[src/rtl/smag_acc_pkg.sv]
// smag_acc_pkg
// Shared constants and types for the CiM sign/magnitude accumulation path.
//   DATA_W_DEF / ACC_W_DEF / MAX_TERMS_DEF : default parameter values
//   TERM_CNT_W                             : width able to hold 0..MAX_TERMS
//   state_t                                : controller FSM state encoding
package smag_acc_pkg;

    localparam int DATA_W_DEF    = 16;
    localparam int ACC_W_DEF     = 20;
    localparam int MAX_TERMS_DEF = 16;
    localparam int TERM_CNT_W    = $clog2(MAX_TERMS_DEF + 1);

    typedef enum logic [1:0] {
        IDLE = 2'd0,
        ACC  = 2'd1,
        CONV = 2'd2,
        OUT  = 2'd3
    } state_t;

endpackage

[src/rtl/smag_acc_ctrl_if.sv]
// smag_acc_ctrl_if
// Partial-beat input stream plus sign/magnitude result stream.
//   in_valid/in_ready/in_partial/in_sign/in_last : upstream CiM partials
//   out_valid/out_ready/out_magnitude/out_sign/out_sat : downstream result
// Modports: master = upstream/downstream environment, slave = controller.
interface smag_acc_ctrl_if
    import smag_acc_pkg::*;
#(
    parameter int DATA_W = DATA_W_DEF
);

    logic              in_valid;
    logic              in_ready;
    logic [DATA_W-1:0] in_partial;
    logic              in_sign;
    logic              in_last;
    logic              out_valid;
    logic              out_ready;
    logic [DATA_W-1:0] out_magnitude;
    logic              out_sign;
    logic              out_sat;

    modport master (
        output in_valid, in_partial, in_sign, in_last, out_ready,
        input  in_ready, out_valid, out_magnitude, out_sign, out_sat
    );

    modport slave (
        input  in_valid, in_partial, in_sign, in_last, out_ready,
        output in_ready, out_valid, out_magnitude, out_sign, out_sat
    );

endinterface

[src/rtl/smag_conv.sv]
// smag_conv
// Combinational two's-complement -> sign/magnitude converter.
//   acc       : ACC_W-bit signed accumulator value
//   sign      : 1 when acc is negative (never set for zero)
//   magnitude : |acc| reduced to DATA_W bits
//   sat       : magnitude was clipped
// Optional build macro SMAG_ACC_SAT_EN: clip to all-ones instead of
// truncating when |acc| does not fit in DATA_W bits.
module smag_conv #(
    parameter int DATA_W = 16,
    parameter int ACC_W  = 20
) (
    input  logic [ACC_W-1:0]  acc,
    output logic              sign,
    output logic [DATA_W-1:0] magnitude,
    output logic              sat
);

    logic [ACC_W-1:0] abs_val;

    // Negating the most-negative value yields 2^(ACC_W-1), which is the
    // correct magnitude when abs_val is read as unsigned.
    always_comb begin
        sign    = acc[ACC_W-1];
        abs_val = sign ? (~acc + 1'b1) : acc;
    end

`ifdef SMAG_ACC_SAT_EN
    always_comb begin
        if (|abs_val[ACC_W-1:DATA_W]) begin
            magnitude = {DATA_W{1'b1}};
            sat       = 1'b1;
        end else begin
            magnitude = abs_val[DATA_W-1:0];
            sat       = 1'b0;
        end
    end
`else
    logic unused_hi;
    assign unused_hi = ^abs_val[ACC_W-1:DATA_W];
    assign magnitude = abs_val[DATA_W-1:0];
    assign sat       = 1'b0;
`endif

endmodule

[src/rtl/smag_acc_ctrl.sv]
// smag_acc_ctrl
// Accumulates groups of signed CiM partials and emits each group sum as
// sign/magnitude on a valid/ready result stream.
//   clk     : system clock
//   rst     : synchronous active-high reset
//   bus     : smag_acc_ctrl_if slave (partial input + result output)
//   err_len : sticky, a group reached MAX_TERMS without in_last
//   busy    : controller not in IDLE
// Optional build macro SMAG_ACC_SAT_EN (see smag_conv): saturating magnitude.
//
// state | meaning
// IDLE  | waiting for first beat of a group
// ACC   | accumulating further beats of the group
// CONV  | registering sign/magnitude of the finished sum
// OUT   | result presented, waiting for out_ready
module smag_acc_ctrl
    import smag_acc_pkg::*;
#(
    parameter int DATA_W    = DATA_W_DEF,
    parameter int ACC_W     = ACC_W_DEF,
    parameter int MAX_TERMS = MAX_TERMS_DEF
) (
    input  logic                  clk,
    input  logic                  rst,
    smag_acc_ctrl_if.slave        bus,
    output logic                  err_len,
    output logic                  busy
);

    localparam int CNT_W = $clog2(MAX_TERMS + 1);

    state_t            state, state_nxt;
    logic [ACC_W-1:0]  acc, acc_nxt;
    logic [ACC_W-1:0]  term;
    logic [ACC_W-1:0]  zext;
    logic [CNT_W-1:0]  term_cnt, term_cnt_nxt, cnt_inc;
    logic              out_valid_q, out_valid_nxt;
    logic [DATA_W-1:0] out_mag_q, out_mag_nxt;
    logic              out_sign_q, out_sign_nxt;
    logic              out_sat_q, out_sat_nxt;
    logic              err_len_q, err_len_nxt;
    logic              in_ready;
    logic              beat;
    logic              conv_sign;
    logic [DATA_W-1:0] conv_mag;
    logic              conv_sat;

    smag_conv #(
        .DATA_W (DATA_W),
        .ACC_W  (ACC_W)
    ) u_conv (
        .acc       (acc),
        .sign      (conv_sign),
        .magnitude (conv_mag),
        .sat       (conv_sat)
    );

    assign zext    = {{(ACC_W-DATA_W){1'b0}}, bus.in_partial};
    assign term    = bus.in_sign ? (~zext + 1'b1) : zext;
    assign cnt_inc = term_cnt + 1'b1;
    assign beat    = bus.in_valid && in_ready;

    always_ff @(posedge clk) begin
        if (rst) begin
            state       <= IDLE;
            acc         <= '0;
            term_cnt    <= '0;
            out_valid_q <= 1'b0;
            out_mag_q   <= '0;
            out_sign_q  <= 1'b0;
            out_sat_q   <= 1'b0;
            err_len_q   <= 1'b0;
        end else begin
            state       <= state_nxt;
            acc         <= acc_nxt;
            term_cnt    <= term_cnt_nxt;
            out_valid_q <= out_valid_nxt;
            out_mag_q   <= out_mag_nxt;
            out_sign_q  <= out_sign_nxt;
            out_sat_q   <= out_sat_nxt;
            err_len_q   <= err_len_nxt;
        end
    end

    always_comb begin
        state_nxt     = state;
        acc_nxt       = acc;
        term_cnt_nxt  = term_cnt;
        out_valid_nxt = out_valid_q;
        out_mag_nxt   = out_mag_q;
        out_sign_nxt  = out_sign_q;
        out_sat_nxt   = out_sat_q;
        err_len_nxt   = err_len_q;
        in_ready      = 1'b0;

        case (state)
            IDLE: begin
                in_ready = 1'b1;
                if (beat) begin
                    acc_nxt      = term;
                    term_cnt_nxt = CNT_W'(1);
                    state_nxt    = bus.in_last ? CONV : ACC;
                end
            end
            ACC: begin
                in_ready = 1'b1;
                if (beat) begin
                    acc_nxt      = acc + term;
                    term_cnt_nxt = cnt_inc;
                    if (bus.in_last) begin
                        state_nxt = CONV;
                    end else if (cnt_inc == CNT_W'(MAX_TERMS)) begin
                        // Forced close: the result is still emitted.
                        state_nxt   = CONV;
                        err_len_nxt = 1'b1;
                    end
                end
            end
            CONV: begin
                out_sign_nxt  = conv_sign;
                out_mag_nxt   = conv_mag;
                out_sat_nxt   = conv_sat;
                out_valid_nxt = 1'b1;
                state_nxt     = OUT;
            end
            OUT: begin
                if (bus.out_ready) begin
                    out_valid_nxt = 1'b0;
                    acc_nxt       = '0;
                    term_cnt_nxt  = '0;
                    state_nxt     = IDLE;
                end
            end
            default: begin
                state_nxt = IDLE;
            end
        endcase
    end

    assign bus.in_ready      = in_ready;
    assign bus.out_valid     = out_valid_q;
    assign bus.out_magnitude = out_mag_q;
    assign bus.out_sign      = out_sign_q;
    assign bus.out_sat       = out_sat_q;
    assign err_len           = err_len_q;
    assign busy              = (state != IDLE);

endmodule

[src/flat_wrapper.sv]
// flat-port wrapper written by rule: the top's interface ports become plain ports
module smag_acc_ctrl_flat import smag_acc_pkg::*;
#(
    parameter int DATA_W    = DATA_W_DEF,
    parameter int ACC_W     = ACC_W_DEF,
    parameter int MAX_TERMS = MAX_TERMS_DEF
)
  (clk, rst, err_len, busy, bus_in_valid, bus_in_partial, bus_in_sign, bus_in_last, bus_out_ready, bus_in_ready, bus_out_valid, bus_out_magnitude, bus_out_sign, bus_out_sat);
  smag_acc_ctrl_if #(.DATA_W(DATA_W)) bus_i ();
  input  logic clk;
  input  logic rst;
  output logic err_len;
  output logic busy;
  input wire logic [$bits(bus_i.in_valid)-1:0] bus_in_valid;
  input wire logic [$bits(bus_i.in_partial)-1:0] bus_in_partial;
  input wire logic [$bits(bus_i.in_sign)-1:0] bus_in_sign;
  input wire logic [$bits(bus_i.in_last)-1:0] bus_in_last;
  input wire logic [$bits(bus_i.out_ready)-1:0] bus_out_ready;
  output wire logic [$bits(bus_i.in_ready)-1:0] bus_in_ready;
  output wire logic [$bits(bus_i.out_valid)-1:0] bus_out_valid;
  output wire logic [$bits(bus_i.out_magnitude)-1:0] bus_out_magnitude;
  output wire logic [$bits(bus_i.out_sign)-1:0] bus_out_sign;
  output wire logic [$bits(bus_i.out_sat)-1:0] bus_out_sat;
  assign bus_i.in_valid = bus_in_valid;
  assign bus_i.in_partial = bus_in_partial;
  assign bus_i.in_sign = bus_in_sign;
  assign bus_i.in_last = bus_in_last;
  assign bus_i.out_ready = bus_out_ready;
  assign bus_in_ready = bus_i.in_ready;
  assign bus_out_valid = bus_i.out_valid;
  assign bus_out_magnitude = bus_i.out_magnitude;
  assign bus_out_sign = bus_i.out_sign;
  assign bus_out_sat = bus_i.out_sat;
  smag_acc_ctrl #(.DATA_W(DATA_W), .ACC_W(ACC_W), .MAX_TERMS(MAX_TERMS)) u_core (.clk(clk), .rst(rst), .bus(bus_i), .err_len(err_len), .busy(busy));
endmodule
[config.mk]
export PLATFORM = sky130hd
export DESIGN_NAME = smag_acc_ctrl_flat
export DESIGN_NICKNAME = d
export VERILOG_FILES = /design/src/rtl/smag_acc_pkg.sv /design/src/rtl/smag_acc_ctrl_if.sv /design/src/rtl/smag_conv.sv /design/src/rtl/smag_acc_ctrl.sv /design/src/flat_wrapper.sv
export SDC_FILE = /design/constraint.sdc
export NUM_CORES = 1
export LEC_CHECK = 0
export CORE_MARGIN = 2
export CORE_UTILIZATION = 50
export DETAILED_ROUTE_END_ITERATION = 10
export PLACE_DENSITY = 0.79
export SLEW_MARGIN = 40
export SYNTH_ARGS = -nofsm -noshare
export SYNTH_HDL_FRONTEND = slang
export SYNTH_SLANG_ARGS = --single-unit
[constraint.sdc]
create_clock -name clk -period 5.43 [get_ports clk]
set_input_delay 0.8145 -clock clk [delete_from_list [all_inputs] [get_ports clk]]
set_output_delay 0.8145 -clock clk [all_outputs]
set_load 0.005 [all_outputs]
==> qor.txt, run 1 <==
Post-synth ARST share = 0
setup TNS = 0 ps
multi-input logic area = 2450 um^2
most used cell, CP = a21o_1
fmax = 226 MHz
leak pwr = 1.54 nW
Cells after Synth = 447
Setup violations, final = 0
Pins Over Slew Limit = 0
highest metal used = met4
top_reg_cell synth = dfxtp_1
WP data required = 5630 ps
Post-CTS Setup Bufs = 0
outcome = finished clean
Post-CTS Resized = 0
Starting Density = 0.518
CP endpoint kind = flop
IO Count = 44
Global Route Usage Sum = 0.221
PortBufs = 42
global-route wire length before repair = 13800 um
class of the worst hold path = flop to flop
detailed placement HPWL = 6130 um
Post-Layout Cell Count = 572
Worst Setup Path Type = input port to flop
Least-Margin Pin Slew = 602 ps
most frequent cells in the layout = nor2_1, dfxtp_1, clkdlybuf4s50_1
metal1 wirelength = 4040 um
Detailed Route WL = 8180 um
Reg2Reg Launch Point = u_core.acc[4]
Core Region = 6830 um^2
total gr overflow = 0
Row Count = 30
clk buf depth = 2
Filler Cells Inserted = 644
Die ar. = 7770 um^2
First-pass DRT Iterations = 5
final antenna diode count = 0
initial DRC count = 227
CP top delay family = compound AO/OA/AOI/OAI gates
Finished Cell Area = 4080 um^2
Avg WL per Cell = 14.3 um
final worst setup slack = 996 ps
Detail Route Antenna Nets = 0
Placed Area = 3990 um^2
largest net degree at the start of global routing = 45
CP startpoint = bus_in_partial[3]
flop and latch count out of synthesis = 46
Synthesized Nets = 497
placed instance count = 564
Die Height = 88.1 um
unrepaired setup endpoints after global routing = no
Die W = 88.1 um
worst stage delay on the critical path = 510 ps
Post-Syn Area = 3540 um^2
slew margin rel. = 0.598
crit start category = input port
Final #Nets = 525
synth unique cells = 56
Max Clock Skew = 8.89 ps
Clock Pin Slew Worst Setup and Hold Paths = 90 ps
VDD IR-drop max = 0.000173 V
CTS Hold Bufs = 0
Hold WS = 486 ps
CP cell instances = clkdlybuf4s50_1 -> nor4_4 -> nand2_2 -> or3_4 -> o31ai_2 -> xnor2_1 -> ha_1 -> a21o_1 -> a21oi_1 -> o21ai_0 -> a21o_1 -> a221oi_1 -> xor2_1 -> mux2_1 -> a22o_1
Max Cap Violations = 0
Final GP Congestion = 0.921
DR WL met2 = 3510 um
yosys warns = 0
register area share after synthesis = 0.260
Critical path buffers and inverters = 1
initial antenna violation count = 0
clock sink count = 46
Worst-Skew Late Latency = 300 ps
crit path max-delay cell type = clkdlybuf4s50_1
Syn Area/Cell = 7.92 um^2
commonest non-fill, non-tap cell in the layout = nor2_1
pwr/cell area = 553 nW/um^2
Area Growth Syn to Fin = 15.3%
fin crit period = 4430 ps
DR WL met3 = 552 um
total CTS buffers = 5
WP data arrival = 4630 ps
CTS tree = done
DR vias = 3341
H-tree depth = 2
DP Worst Slack = 689 ps
hold wc startpoint = u_core.bus.out_magnitude[11]
clk root buf = clkbuf_8
vias in the first global route = 2941
drt via density = 5.84
detailed-route DRC error count = 0
Final Hold Vio Count = 0
Post-synth EDFFs = 0
Seq. cell area = 921 um^2
share of cells above drive strength 1 = 0.0630
Max FO, Critical Path = 9
Final period util = 0.817
## synth_stat cells (3+ instances only)
| library cell | count | area (um^2) |
|---|---|---|
| nor2_1 | 58 | 218 |
| dfxtp_1 | 46 | 921 |
| nand2_1 | 33 | 124 |
| o21ai_0 | 32 | 160 |
| a21oi_1 | 27 | 135 |
| ha_1 | 27 | 338 |
| xnor2_1 | 23 | 201 |
| a211oi_1 | 21 | 158 |
| xor2_1 | 21 | 184 |
| clkbuf_1 | 19 | 71.3 |
| nor3_1 | 15 | 75.1 |
| inv_1 | 14 | 52.6 |
| nand3_1 | 12 | 60.1 |
| a221oi_1 | 10 | 87.6 |
| a21o_1 | 7 | 52.6 |
| o31ai_1 | 7 | 52.6 |
| mux2i_1 | 5 | 50.1 |
| a31oi_1 | 4 | 25.0 |
| o22ai_1 | 4 | 25.0 |
| or3_4 | 4 | 45.0 |
| or4_1 | 4 | 30.0 |
| nand3b_1 | 3 | 22.5 |
| nand4_1 | 3 | 18.8 |
| nor2b_1 | 3 | 18.8 |
| o211ai_1 | 3 | 22.5 |
| o21a_1 | 3 | 22.5 |
## through the flow
stage,utilization,power (W)
2_1_floorplan,-,0.00165
3_3_place_gp,0.584,0.00199
3_5_place_dp,0.584,0.00203
6_report,0.597,0.00226
5_1_grt,0.597,0.00246
4_1_cts,0.597,0.00224
## layout make-up
| cell class | instances | area share |
|---|---|---|
| clock inverter | 3 | 0.00521 |
| multi-input combinational | 362 | 0.600 |
| clock buffer | 5 | 0.0169 |
| timing repair buffer | 46 | 0.110 |
| inverter | 14 | 0.0129 |
| tap | 96 | 0.0294 |
| sequential | 46 | 0.226 |
## layer usage
layer,vias up,GRT usage
met2,134,0.344
met1,1521,0.322
li1,1679,-
met3,7,0.0302
met4,0,0.0551
met5,-,0
## state kept, by name, indices dropped and copies added, names as in the netlist
name,flops
u_core.state,2
u_core.acc,20
u_core.bus.out_sign,1
u_core.bus.out_magnitude,16
u_core.bus.out_valid,1
u_core.term_cnt,5
u_core.err_len,1
## report_power, final
part	switching, W	total [W]	internal [W]
clock	0.000122	0.000213	0.0000906
combinational	0.000800	0.00142	0.000622
sequential	0.000154	0.000622	0.000468
total	0.00108	0.00226	0.00118
## worst reg2reg max path: stages, from the launching register on
cell,delay (ps)
dfxtp_1,450
ha_1,330
a21oi_1,310
nor3_1,120
a211oi_1,350
o21bai_1,200
a221oi_1,330
xor2_1,200
mux2_1,330
a22o_1,220
## kinds of logic (layout without fill, tap and decap cells)
logic type | after synthesis | in the layout | share of synthesized area
buf+inv | 39 | 68 | 0.0495
flops | 46 | 46 | 0.260
other cells | 1 | 1 | 0.00106
xor+xnor | 44 | 44 | 0.109
mux | 6 | 6 | 0.0173
simple gates | 147 | 147 | 0.200
compound gates | 136 | 136 | 0.262
fa+ha+maj | 28 | 28 | 0.101
## final timing paths
path / slack [ps] / endpoint / cells after the start
hold / removal: 490 / u_core.bus.out_magnitude[11] / 2
hold reg to reg: 490 / u_core.bus.out_magnitude[11] / 2
setup / recovery: 1000 / u_core.acc[19] / 15
setup reg to reg: 2480 / u_core.acc[19] / 9
(Power assumes the default switching activity.)
==> inputs of run 2 (changes only) <==
--- a/config.mk
+++ b/config.mk
@@ -8,7 +8,7 @@
 export CORE_MARGIN = 2
 export CORE_UTILIZATION = 50
 export DETAILED_ROUTE_END_ITERATION = 10
-export PLACE_DENSITY = 0.79
+export PLACE_DENSITY = 0.82
 export SLEW_MARGIN = 40
 export SYNTH_ARGS = -nofsm -noshare
 export SYNTH_HDL_FRONTEND = slang
==> constraint.sdc (replaced) <==
create_clock -name clk -period 3.76 [get_ports clk]
set_input_delay 0.564 -clock clk [delete_from_list [all_inputs] [get_ports clk]]
set_output_delay 0.564 -clock clk [all_outputs]
set_load 0.005 [all_outputs]
==> qor.txt, run 2 (synthesis results as in run 1) <==
worst stage delay on the critical path = 380 ps (was 510 ps)
WP data arrival = 3910 ps (was 4630 ps)
initial antenna violation count = 0 (unchanged)
Filler Cells Inserted = 598 (was 644)
Final #Nets = 592 (was 525)
PortBufs = 42 (unchanged)
H-tree depth = 2 (unchanged)
clk buf depth = 2 (unchanged)
Die Height = 88.1 um (unchanged)
Max FO, Critical Path = 4 (was 9)
slew margin rel. = 0.556 (was 0.598)
Worst Setup Path Type = input port to flop (unchanged)
Final GP Congestion = 0.974 (was 0.921)
Starting Density = 0.518 (unchanged)
placed instance count = 625 (was 564)
pwr/cell area = 775 nW/um^2 (was 553 nW/um^2)
vias in the first global route = 3306 (was 2941)
First-pass DRT Iterations = 5 (unchanged)
Final Hold Vio Count = 0 (unchanged)
Max Cap Violations = 0 (unchanged)
crit path max-delay cell type = or3_4 (was clkdlybuf4s50_1)
outcome = finished clean (unchanged)
clock sink count = 46 (unchanged)
WP data required = 3940 ps (was 5630 ps)
Row Count = 30 (unchanged)
largest net degree at the start of global routing = 41 (was 45)
Worst-Skew Late Latency = 290 ps (was 300 ps)
Levels on crit path = 15 (unchanged)
final antenna diode count = 0 (unchanged)
drt via density = 5.69 (was 5.84)
CP top delay family = compound AO/OA/AOI/OAI gates (unchanged)
CP cell instances = dlygate4sd2_1 -> nor4_4 -> nand2_2 -> or3_4 -> nand2_1 -> xnor2_1 -> ha_1 -> buf_4 -> a21oi_1 -> o21ai_0 -> o21bai_2 -> a221oi_4 -> xor2_1 -> mux2_1 -> a22o_1 (was clkdlybuf4s50_1 -> nor4_4 -> nand2_2 -> or3_4 -> o31ai_2 -> xnor2_1 -> ha_1 -> a21o_1 -> a21oi_1 -> o21ai_0 -> a21o_1 -> a221oi_1 -> xor2_1 -> mux2_1 -> a22o_1)
Critical path buffers and inverters = 2 (was 1)
CP endpoint kind = flop (unchanged)
DR vias = 3628 (was 3341)
DP Worst Slack = -522 ps (was 689 ps)
R2R cell count = 11 (was 9)
crit start category = input port (unchanged)
final worst setup slack = 27.1 ps (was 996 ps)
detailed-route DRC error count = 0 (unchanged)
detailed placement HPWL = 6950 um (was 6130 um)
commonest non-fill, non-tap cell in the layout = buf_4 (was nor2_1)
fin crit period = 3730 ps
class of the worst hold path = flop to flop (unchanged)
Detailed Route WL = 9160 um (was 8180 um)
number of flip-flops in the largest register = 20 (unchanged)
Least-Margin Pin Slew = 664 ps (was 602 ps)
Final period util = 0.993
IO Count = 44 (unchanged)
Pwr Total = 0.00362 W (was 0.00226 W)
Core Region = 6830 um^2 (unchanged)
total CTS buffers = 5 (unchanged)
CTS tree = done (unchanged)
Top reg by flops = u_core.acc (unchanged)
initial DRC count = 257 (was 227)
fmax = 268 MHz
setup TNS = 0 ps (unchanged)
most frequent cells in the layout = buf_4, nor2_1, dfxtp_1 (was nor2_1, dfxtp_1, clkdlybuf4s50_1)
Clock Pin Slew Worst Setup and Hold Paths = 80 ps (was 90 ps)
Seq. cell area = 921 um^2 (unchanged)
Setup violations, final = 0 (unchanged)
share of cells above drive strength 1 = 0.201 (was 0.0630)
unrepaired setup endpoints after global routing = yes (was no)
clk root buf = clkbuf_8 (unchanged)
Die W = 88.1 um (unchanged)
multi-input logic area = 2560 um^2 (was 2450 um^2)
Avg WL per Cell = 14.4 um (was 14.3 um)
Pins Over Slew Limit = 0 (unchanged)
Max Clock Skew = 4.86 ps (was 8.89 ps)
global-route wire length before repair = 15400 um (was 13800 um)
Post-Layout Cell Count = 638 (was 572)
hold depth = 1 (was 2)
Detail Route Antenna Nets = 0 (unchanged)
fin util = 0.684 (was 0.597)
Global Route Usage Sum = 0.243 (was 0.221)
Area Growth Syn to Fin = 32.0% (was 15.3%)
leak pwr = 1.91 nW (was 1.54 nW)
total gr overflow = 0 (unchanged)
VDD IR-drop max = 0.000300 V (was 0.000173 V)
Die ar. = 7770 um^2 (unchanged)
CTS Hold Bufs = 0 (unchanged)
## run 2: final cells by class
| cell class | instances | area share |
|---|---|---|
| multi-input combinational | 362 | 0.548 |
| timing repair buffer | 113 | 0.202 |
| inverter | 14 | 0.0112 |
| clock inverter | 2 | 0.00214 |
| tap | 96 | 0.0257 |
| clock buffer | 5 | 0.0147 |
| sequential | 46 | 0.197 |
## run 2: power breakdown
part / switching (W) / internal (W)
Clock: 0.000158 / 0.000125
Combinational: 0.00127 / 0.00116
Sequential: 0.000232 / 0.000676
## run 2: path summary, 6_finish.rpt
path | start | to | slack, ps
worst max register to register | u_core.acc[0] | u_core.acc[14] | 970
worst min register to register | u_core.err_len | u_core.err_len | 490
worst max-delay path | bus_in_partial[5] | u_core.acc[19] | 30
worst min-delay path | u_core.err_len | u_core.err_len | 490
## run 2: through the flow
step	instance area [um^2]	hold WS, ps
2_1_floorplan	3550	465
3_3_place_gp	4450	463
3_5_place_dp	4450	469
4_1_cts	4610	489
5_1_grt	4670	517
6_report	4670	487
## run 2: worst register-to-register path, cell delays in order, from the launching register on
cell,delay [ps]
dfxtp_1,400
ha_1,200
inv_1,60
fa_1,410
nor2b_1,210
o211ai_1,100
a21boi_0,290
or3_1,190
nand3_1,80
buf_4,170
or4_1,400
a311oi_1,210
## run 2: what timing repair did
| item | in CTS | in global routing |
|---|---|---|
| resized for setup | 19 | 11 |
| pin swaps | 19 | 16 |
| buffers inserted | 4 | 2 |
| setup endpoints to repair | 3 | 6 |
## run 2: per-layer routing
metal	GRT usage	up-vias	share of wire
li1	-	1811	-
met1	0.334	1686	0.46
met2	0.422	123	0.48
met3	0.0151	8	0.053
met4	0.0510	0	0.0080
met5	0	-	0
==> inputs of run 3 (changes only) <==
--- a/config.mk
+++ b/config.mk
@@ -6,10 +6,11 @@
 export NUM_CORES = 1
 export LEC_CHECK = 0
 export CORE_MARGIN = 2
-export CORE_UTILIZATION = 50
+export CORE_UTILIZATION = 51
 export DETAILED_ROUTE_END_ITERATION = 10
-export PLACE_DENSITY = 0.82
+export PLACE_DENSITY = 0.83
 export SLEW_MARGIN = 40
 export SYNTH_ARGS = -nofsm -noshare
 export SYNTH_HDL_FRONTEND = slang
+export SYNTH_HIERARCHICAL = 1
 export SYNTH_SLANG_ARGS = --single-unit
==> qor.txt, run 3 <==
class of the worst hold path = flop to flop (unchanged)
total CTS buffers = 5 (unchanged)
share of cells above drive strength 1 = 0.197 (was 0.201)
Final GP Congestion = 0.960 (was 0.974)
multi-input logic area = 2760 um^2 (was 2560 um^2)
total gr overflow = 0 (unchanged)
vias in the first global route = 3508 (was 3306)
Seq. cell area = 941 um^2 (was 921 um^2)
Top reg by flops = u_core/acc (was u_core.acc)
slew margin rel. = 0.508 (was 0.556)
M3 GR Usage = 0.0222 (was 0.0151)
clk buf depth = 2 (unchanged)
DR vias = 3793 (was 3628)
initial antenna violation count = 0 (unchanged)
setup TNS = 0 ps (unchanged)
Detail Route Antenna Nets = 0 (unchanged)
Final Hold Vio Count = 0 (unchanged)
Die Height = 89.0 um (was 88.1 um)
clock sink count = 47 (was 46)
Detailed Route WL = 10100 um (was 9160 um)
CTS tree = done (unchanged)
fin crit period = 3640 ps (was 3730 ps)
global-route wire length before repair = 16500 um (was 15400 um)
flop-to-flop setup slack = 1140 ps (was 970 ps)
Least-Margin Pin Slew = 739 ps (was 664 ps)
outcome = finished clean (unchanged)
First-pass DRT Iterations = 4 (was 5)
synth unique cells = 54 (was 56)
Syn Area/Cell = 7.93 um^2 (was 7.92 um^2)
crit start category = input port (unchanged)
count leader, synth = nor2_1 (unchanged)
Clock Pin Slew Worst Setup and Hold Paths = 100 ps (was 80 ps)
drt via density = 5.75 (was 5.69)
Setup violations, final = 0 (unchanged)
CP endpoint kind = flop (unchanged)
Hold WS = 492 ps (was 487 ps)
Filler Cells Inserted = 560 (was 598)
final antenna diode count = 0 (unchanged)
Worst Setup Path Type = input port to flop (unchanged)
fmax = 275 MHz (was 268 MHz)
Pwr Total = 0.00357 W (was 0.00362 W)
Final #Nets = 615 (was 592)
Max Cap Violations = 0 (unchanged)
Die ar. = 7930 um^2 (was 7770 um^2)
Worst-Skew Late Latency = 300 ps (was 290 ps)
register area share after synthesis = 0.255 (was 0.260)
pwr/cell area = 717 nW/um^2 (was 775 nW/um^2)
Synthesized Nets = 517 (was 497)
Avg WL per Cell = 15.3 um (was 14.4 um)
Starting Density = 0.534 (was 0.518)
Post-synth EDFFs = 0 (unchanged)
DP Worst Slack = -550 ps (was -522 ps)
detailed placement HPWL = 7340 um (was 6950 um)
commonest non-fill, non-tap cell in the layout = buf_4 (unchanged)
grt met1 use = 0.353 (was 0.334)
detailed-route DRC error count = 0 (unchanged)
IO Count = 44 (unchanged)
initial DRC count = 270 (was 257)
VDD IR-drop max = 0.000269 V (was 0.000300 V)
Area Growth Syn to Fin = 34.9% (was 32.0%)
number of flip-flops in the largest register = 20 (unchanged)
WP data required = 3960 ps (was 3940 ps)
WP data arrival = 3840 ps (was 3910 ps)
most frequent cells in the layout = buf_4, nor2_1, dfxtp_1 (unchanged)
CTS Hold Bufs = 0 (unchanged)
Core Region = 6910 um^2 (was 6830 um^2)
Cells after Synth = 465 (was 447)
final worst setup slack = 122 ps (was 27.1 ps)
Global Route Usage Sum = 0.264 (was 0.243)
flop and latch count out of synthesis = 47 (was 46)
Die W = 89.0 um (was 88.1 um)
top_reg_cell synth = dfxtp_1 (unchanged)
H-tree depth = 2 (unchanged)
yosys warns = 6 (was 0)
Pins Over Slew Limit = 0 (unchanged)
largest net degree at the start of global routing = 49 (was 41)
Synth top area share = 0.255 (was 0.260)
PortBufs = 43 (was 42)
Final period util = 0.967 (was 0.993)
leak pwr = 2.09 nW (was 1.91 nW)
Row Count = 30 (unchanged)
Max Clock Skew = 5.42 ps (was 4.86 ps)
GRT met2 Usage = 0.451 (was 0.422)
top cells by count, synth = nor2_1, dfxtp_1, xnor2_1, a21oi_1, nand2_1 (was nor2_1, dfxtp_1, nand2_1, o21ai_0)
Post-synth ARST share = 0 (unchanged)
largest area contributor in the netlist = dfxtp_1 (unchanged)
Post-Syn Area = 3690 um^2 (was 3540 um^2)
clk root buf = clkbuf_8 (unchanged)
synth top area cells = dfxtp_1, ha_1, xnor2_1 (was dfxtp_1, ha_1, nor2_1)
Max FO, Critical Path = 3 (was 4)
grt peak-use layer = met2 (unchanged)
==> run 3: cell count changes after synthesis, moves of 4 or more <==
cell and delta:
xnor2_1 +9, mux2i_1 +15, o41ai_1 +5, o21ai_0 -8, a21boi_0 +4, a211o_1 +4, or3_1 +5, inv_1 +6
a211oi_1 -12, a21oi_1 +4, nand2b_1 +6, xor2_1 -10
==> run 3: worst max-delay path, cell delays in order <==
cell,delay (ps)
dlygate4sd2_1,240
or4_4,480
or4b_4,560
buf_6,140
o21ai_4,150
xnor2_2,160
ha_1,290
a21o_1,200
a21o_1,170
a21oi_2,110
o211a_1,210
a21oi_2,70
xnor2_1,140
a2111oi_2,360
==> run 3: kinds of logic (layout without fill, tap and decap cells) <==
logic type      after synthesis  count (layout)  share of synthesized area
compound gates              131             131                      0.241
xor+xnor                     43              43                      0.102
fa+ha+maj                    30              30                      0.104
buf+inv                      44             143                     0.0478
flops                        47              47                      0.255
mux                          20              20                     0.0543
other cells                   1               1                    0.00102
simple gates                149             149                      0.194
==> run 3: cell type report <==
type / instances / share of cell area
Timing Repair Buffer: 115 / 0.196
Tap cell: 96 / 0.0242
Clock inverter: 2 / 0.00327
Multi-Input combinational cell: 374 / 0.555
Sequential cell: 47 / 0.189
Clock buffer: 6 / 0.0166
Inverter: 20 / 0.0151
==> run 3: path summary, 6_finish.rpt <==
kind / depth (start not counted) / endpoint / start
max: 14 / u_core/acc[16] / bus_in_partial[3]
min: 2 / u_core/err_len / u_core/err_len
max reg2reg: 8 / u_core/term_cnt[4] / u_core/state[1]
min reg2reg: 2 / u_core/err_len / u_core/err_len
==> run 3: routing by layer <==
| layer | vias to the layer above | routed length, um |
|---|---|---|
| li1 | 1891 | - |
| met1 | 1788 | 4560 |
| met2 | 105 | 4870 |
| met3 | 9 | 532 |
| met4 | 0 | 131 |
| met5 | - | 0 |
==> run 3: repair_timing <==
item	in CTS	in global routing
setup endpoints to repair	4	10
pin swaps	22	22
setup buffers	8	0
gates resized for setup	20	26
==> run 3: where the power goes <==
part / internal, W / leakage (nW) / switching (W)
sequential: 0.000661 / 0.385 / 0.000220
combinational: 0.00115 / 1.66 / 0.00120
clock: 0.000151 / 0.0474 / 0.000185
==> run 3: per-stage QoR <==
stage / instance area [um^2] / cells / util
floorplan: 3690 / 465 / -
global placement: 4620 / 644 / 0.669
detailed placement: 4620 / 644 / 0.669
CTS: 4850 / 660 / 0.703
global route: 4970 / 660 / 0.720
finish: 4970 / 660 / 0.720
